### src/rtl/seq_det_serializer.sv
// seq_det_serializer: word-to-bit serializer feeding the sequence-detector input.
// Bit order: LSB first by default; define SER_MSB_FIRST_EN for MSB first.
`default_nettype none

module seq_det_serializer #(
  parameter int WIDTH = 8,
  parameter int GAP   = 0
) (
  input  logic             Clk,
  input  logic             Rst,
  input  logic [WIDTH-1:0] Data_In,
  input  logic             Load_Valid,
  output logic             Load_Ready,
  output logic             Ser_Out,
  output logic             Ser_Valid,
  output logic             Last,
  output logic [1:0]       CS,
  output logic [1:0]       NS
);

  localparam int              CNTW   = $clog2(WIDTH);
  localparam logic [CNTW-1:0] c_LAST = CNTW'(WIDTH - 1);
  localparam logic [3:0]      c_GAP  = 4'(GAP);

  typedef enum logic [1:0] {
    S_IDLE  = 2'b00,
    S_SHIFT = 2'b01,
    S_GAP   = 2'b10
  } state_t;

  state_t           r_cs;
  state_t           w_ns;
  logic [WIDTH-1:0] r_hold;
  logic             r_hold_full;
  logic [WIDTH-1:0] r_sr;
  logic [CNTW-1:0]  r_cnt;
  logic [3:0]       r_gcnt;

  logic             w_shifting;
  logic             w_last;
  logic             w_gcnt_done;
  logic             w_xfer;
  logic             w_accept;
  logic [WIDTH-1:0] w_sr_shifted;
  logic             w_ser_bit;

  assign w_shifting  = (r_cs == S_SHIFT);
  assign w_last      = w_shifting && (r_cnt == c_LAST);
  assign w_gcnt_done = (r_gcnt == 4'd0);
  assign Load_Ready  = ~r_hold_full & ~Rst;
  assign w_accept    = Load_Valid & Load_Ready;

`ifdef SER_MSB_FIRST_EN
  assign w_sr_shifted = {r_sr[WIDTH-2:0], 1'b0};
  assign w_ser_bit    = r_sr[WIDTH-1];
`else
  assign w_sr_shifted = {1'b0, r_sr[WIDTH-1:1]};
  assign w_ser_bit    = r_sr[0];
`endif

  always_ff @(posedge Clk) begin
    if (Rst) begin
      r_cs <= S_IDLE;
    end else begin
      r_cs <= w_ns;
    end
  end

  // w_xfer marks every edge where the held word moves into the shift register.
  always_comb begin
    w_ns   = r_cs;
    w_xfer = 1'b0;
    case (r_cs)
      S_IDLE: begin
        if (r_hold_full) begin
          w_ns   = S_SHIFT;
          w_xfer = 1'b1;
        end
      end
      S_SHIFT: begin
        if (w_last) begin
          if (c_GAP != 4'd0) begin
            w_ns = S_GAP;
          end else if (r_hold_full) begin
            w_xfer = 1'b1;
          end else begin
            w_ns = S_IDLE;
          end
        end
      end
      S_GAP: begin
        if (w_gcnt_done) begin
          if (r_hold_full) begin
            w_ns   = S_SHIFT;
            w_xfer = 1'b1;
          end else begin
            w_ns = S_IDLE;
          end
        end
      end
      default: w_ns = S_IDLE;
    endcase
  end

  always_ff @(posedge Clk) begin
    if (Rst) begin
      r_hold      <= '0;
      r_hold_full <= 1'b0;
      r_sr        <= '0;
      r_cnt       <= '0;
      r_gcnt      <= 4'd0;
    end else begin
      if (w_xfer) begin
        r_sr        <= r_hold;
        r_cnt       <= '0;
        r_hold_full <= 1'b0;
      end else if (w_shifting) begin
        r_sr  <= w_sr_shifted;
        r_cnt <= w_last ? '0 : r_cnt + 1'b1;
      end
      // Ready is low while the hold register is full, so accept never races a transfer.
      if (w_accept) begin
        r_hold      <= Data_In;
        r_hold_full <= 1'b1;
      end
      if (w_last && (c_GAP != 4'd0)) begin
        r_gcnt <= 4'(c_GAP - 4'd1);
      end else if ((r_cs == S_GAP) && !w_gcnt_done) begin
        r_gcnt <= r_gcnt - 4'd1;
      end
    end
  end

  assign Ser_Valid = w_shifting;
  assign Ser_Out   = w_shifting & w_ser_bit;
  assign Last      = w_last;
  assign CS        = r_cs;
  assign NS        = w_ns;

endmodule

`default_nettype wire
### config.mk
export PLATFORM = sky130hd
export DESIGN_NAME = seq_det_serializer
export DESIGN_NICKNAME = d
export VERILOG_FILES = /design/src/rtl/seq_det_serializer.sv
export SDC_FILE = /design/constraint.sdc
export NUM_CORES = 1
export LEC_CHECK = 0
export CORE_ASPECT_RATIO = 1.25
export CORE_UTILIZATION = 45
export CTS_BUF_LIST = sky130_fd_sc_hd__clkbuf_4 sky130_fd_sc_hd__clkbuf_8
export DETAILED_ROUTE_END_ITERATION = 8
export PLACE_DENSITY = 0.68
export SLEW_MARGIN = 20
export SYNTH_ARGS = -nofsm -noshare
export SYNTH_HDL_FRONTEND = slang
export SYNTH_SLANG_ARGS = --single-unit
### constraint.sdc
create_clock -name Clk -period 4.7 [get_ports Clk]
set_clock_uncertainty 0.15 [all_clocks]
set_input_delay 0.47 -clock Clk [delete_from_list [all_inputs] [get_ports Clk]]
set_output_delay 0.47 -clock Clk [all_outputs]
set_load 0.05 [all_outputs]
======== Word level (Yosys, flattened, before mapping) ========
Index checks and enable logic that the tools add are counted.
operators by class
  $add $sub $neg .......................... 2
  equal/unequal tests ..................... 3
  muxes and demuxes ....................... 15
  bitwise operators ....................... 5
  reduce and logical (&&, ||, !) cells .... 8
operator list
  cell                                                                    count
  8-bit two-way mux                                                       2
  2-bit two-way mux                                                       4
  1-bit two-way mux                                                       6
  2-bit one-hot mux with 3 select lines                                   1
  4-bit logical NOT                                                       1
  2-bit nonzero test                                                      2
  4-bit by 1-bit subtractor with 4-bit output (second input constant)     1
  3-bit by 1-bit adder with 3-bit output (second input constant)          1
  1-bit bitwise AND                                                       3
  3-bit equality test (second input constant)                             1
  3-bit two-way mux                                                       1
  1-bit one-hot mux with 3 select lines                                   1
  2-bit by 1-bit equality test with 1-bit output (second input constant)  1
  2-bit equality test (second input constant)                             1
  1-bit logical AND                                                       2
  2-bit logical NOT                                                       1
  1-bit inverter                                                          2
  2-bit OR reduction                                                      1
  1-bit logical NOT                                                       1
word-level totals
  register bits after elaboration ......... 26
  input port bits ......................... 11
  output and inout port bits .............. 8
  logic and storage cells ................. 39

======== Longest topological paths before layout ========
  depth in word-level cells ............... 6
  gate-level depth with buffers ........... 9
  depth with buffers taken out ............ 6

======== Worst setup path before layout ========
OpenSTA, ideal clock, no wires.
  kind .................................... register to output
  from .................................... reg r_cs[0] (netlist: CS[0])
  to ...................................... out NS[1]
  arrival time ............................ 2.413 ns
  required time ........................... 4.080 ns
  setup slack ............................. 1.667 ns
  stages on the path, launching flop included .. 6
  buffers on the path ..................... 0
  cell sequence ........................... dfxtp_1 -> ha_1 -> inv_1 -> a21oi_1 -> o31ai_1 -> nor2_1
on the way
  longest elaborated chain between the ends .. 4
  elaborated cells on any way between the ends .. 6
  classes of those cells .................. eq/ne (2); mux (2); reduce/logical (2)
ends and longest elaborated chain
  item                                                RTL line  RTL
  from (decl)                                         31        state_t r_cs;
  from (signal assigned)                              65        r_cs <= w_ns;
  2-bit by 1-bit equality test with 1-bit output (*)  47        assign w_shifting = (r_cs == S_SHIFT);
  via Ser_Valid                                       15        output logic Ser_Valid,
  1-bit logical AND                                   48        assign w_last = w_shifting && (r_cnt == c_LAST);
  2-bit two-way mux                                   81        if (w_last) begin
  2-bit one-hot mux with 3 select lines (*)           73        case (r_cs)
  to (decl)                                           18        output logic [1:0] NS
The timed path passes the listed nets; every way through them passes the cells marked *.

======== Final worst setup path ========
  from .................................... reg r_cs[0] (netlist: CS[0])
  to ...................................... out NS[1]
on the way
  longest elaborated chain between the ends .. 4
  elaborated cells on any way between the ends .. 6
  classes of those cells .................. eq/ne (2); mux (2); reduce/logical (2)
ends and longest elaborated chain
  item                                            RTL line
  2-bit by 1-bit equality test with 1-bit output  47, 73
  1-bit logical AND                               48
  2-bit two-way mux                               81
  2-bit one-hot mux with 3 select lines (*)       73
Every way passes the cells marked *; elsewhere a longest branch is shown, timed or not.

==> impl_metrics.toml <==
[finish]
final_core_util_pct = 56.3
multi_input_area_um2 = 683
final_common_cell = "dfxtp_1"
nets = 175
n_fill_cell = 275
n_antenna_cell = 0
layout_common_cells = "dfxtp_1 (26), a21oi_1 (19), clkdlybuf4s50_1 (18), nand2_1 (17), nor2_1 (11)"
area.growth.synth_to_final_pct = 18.6
final-seq-area_um2 = 520
drive_gt1_share_pct = 8.33

[floorplan]
die-area_mm2 = 0.00305
ios = 19
core-area_mm2 = 0.00268
core.rowCount = 21
start_util_pct = 47.5
fp.dieH_um = 61.5
fp.dieW_um = 49.6

[grt]
busiest_layer = "met2"
grtUsageTotal_pct = 16.5
grt_pass1_wl_um = 3870
grt_use_met1_pct = 19.0
grt_use_met2_pct = 29.2
gr-usage-met3_pct = 2.22
grt_overflow = 0
first_global_vias = 936
grt_max_degree = 28
antenna_found_initial = 0

[worst_setup_path]
worstPathRequired_ps = 4080
cpLargestDelayFamily = "buffers and inverters"
slowest_stage = "clkdlybuf4s50_1"
crit_fanout = 14
critPathBufInv = 2
start_kind = "flip-flop"
crit_type = "flip-flop to output port"
cpPeakStageDelay_ps = 800
cp-end-kind = "output port"
path_cells = "ha_1 > inv_1 > a21oi_1 > o31ai_1 > nor2_1 > clkdlybuf4s50_1"
cp_data_arrival_time_ps = 2740

[drt]
wirelength_um = 2310
drtAntennaViolNets = 0
vias = 995
drt_iter0_markers = 27
first_pass_iters = 4
vias_per_cell = 5.24
wl_per_cell_um = 12.1
drcViolationCount = 0

[synth]
yosysWarnings = 0
synth_seq_area_share_pct = 40.9
synth_cells = 141
synth_top_family_by_area = "compound AO/OA/AOI/OAI gates"
yosys.area_share.simple_pct = 18.5
synth_xor_area_share_pct = 2.06
synthAdderAreaFrac_pct = 6.88
syn_avg_cell_area_um2 = 9.02
synth_top_area_share_pct = 40.9
synth-main-ff-cell = "dfxtp_1"
synth_compound_area_share_pct = 19.2
synth_enable_flop_cells = 0
synth_top_area_cell = "dfxtp_1"
synth_area_leaders = "dfxtp_1 (41%), a21oi_1 (7.5%), mux2i_1 (7.1%), a211oi_2 (6.9%), ha_1 (6.9%)"
synthesis.area_mm2 = 0.00127
synth_fp_nets = 159
ys_types = 29
synth_seq_cells = 26
async_flop_share_pct = 0
synth_mux_area_share_pct = 7.08

[hold_path]
hp-class = "flip-flop to flip-flop"

[cts]
cts_buffers = 3
htree_levels = 1
path_clk_slew_ps = 140
postCtsHoldBufs = 0
insertion_delay_ps = 320
post_cts_resized = 0
cts_sinks = 26
cts_setup_buffers = 0
cts_buffer_depth = 2
cts_root_buf = "clkbuf_4"
cts_tree = "yes"

[placement]
hpwl_um = 1690
finalWeightedCongestion = 0.733
portBuffers = 18

[timing]
fin_crit_ps = 3360
slew_violations = 0
period_share_pct = 71.5
finalSetupTns_ps = 0
tightestPinTransition_ps = 591
slew_headroom_pct = 60.6
fmax_mhz = 298
hold_violations = 0
rsz0062_at_grt = "no"
setup_viol = 0

[outcome]
status = "completed"

[power_and_ir_drop]
powerDensity_mw_per_mm2 = 340
leakagePower_nw = 0.554
irDropWorstVdd_uv = 217

[job]
cap_violations = 0
sequential cells by signal, summed over array words and instances (netlist names):
register     count
CS               2
r_hold           8
r_sr             8
r_cnt            3
r_hold_full      1
r_gcnt           4
cells in the mapped netlist, drive strengths merged, types with 2 or more instances:
library cell	instances
ha	7
inv	6
dfxtp	26
nor2	11
o2bb2ai	2
and2	4
a211oi	8
clkbuf	2
nand3b	3
a21oi	19
nand3	3
nand2b	2
nand2	17
nor2b	3
xor2	2
mux2i	9
nor3b	2
buf	6
nor3	2
a22oi	2
where the power goes:
group	internal, W	switching [W]
Combinational	0.0000469	0.0000643
Clock	0.0000863	0.0000683
Sequential	0.000237	0.0000111
Total	0.000370	0.000144
path summary, 6_finish.rpt:
check            start         to  slack (ps)  cells past startpoint
min reg2reg  r_hold[3]  r_hold[3]         320                      2
max              CS[0]      NS[1]        1340                      6
max reg2reg      CS[0]    r_sr[6]        2490                      5
min          r_hold[3]  r_hold[3]         320                      2
per-layer routing:
layer  vias up  share of wire (%)
met1       458                 46
met4         0                2.5
li1        514                  -
met5         -                  0
met3         6                2.0
met2        17                 50
layout make-up:
type                    count  area share, %
repair buffers             19           12.4
flip-flops and latches     26           34.5
clock buffers               3           1.49
clock inverters             1           1.99
multi-input cells         101           45.3
well taps                  34           2.82
inverters                   6           1.49
cell families (layout without fill, tap and decap cells):
| logic type | count (synthesis) | count (layout) |
|---|---|---|
| fa+ha+maj | 7 | 7 |
| compound gates | 34 | 34 |
| buf+inv | 14 | 29 |
| flops | 26 | 26 |
| xor+xnor | 3 | 3 |
| simple gates | 48 | 48 |
| mux | 9 | 9 |
per-stage QoR:
stage	setup slack, ps	instance area, um2	std cells	hold slack [ps]	power [W]
5_1_grt	1130	1510	190	336	0.000535
6_report	1340	1510	190	320	0.000514
3_5_place_dp	1690	1460	186	303	0.000365
2_1_floorplan	1670	1270	141	286	0.000335
3_3_place_gp	1750	1460	186	300	0.000362
4_1_cts	1300	1510	190	322	0.000519
worst min-delay path: cells and delay by family (launching register included):
family	cells	cell delay, ps
AOI/OAI and AO/OA	1	50
and+or+nand+nor	1	50
DFF	1	340
(Power assumes the default switching activity.)
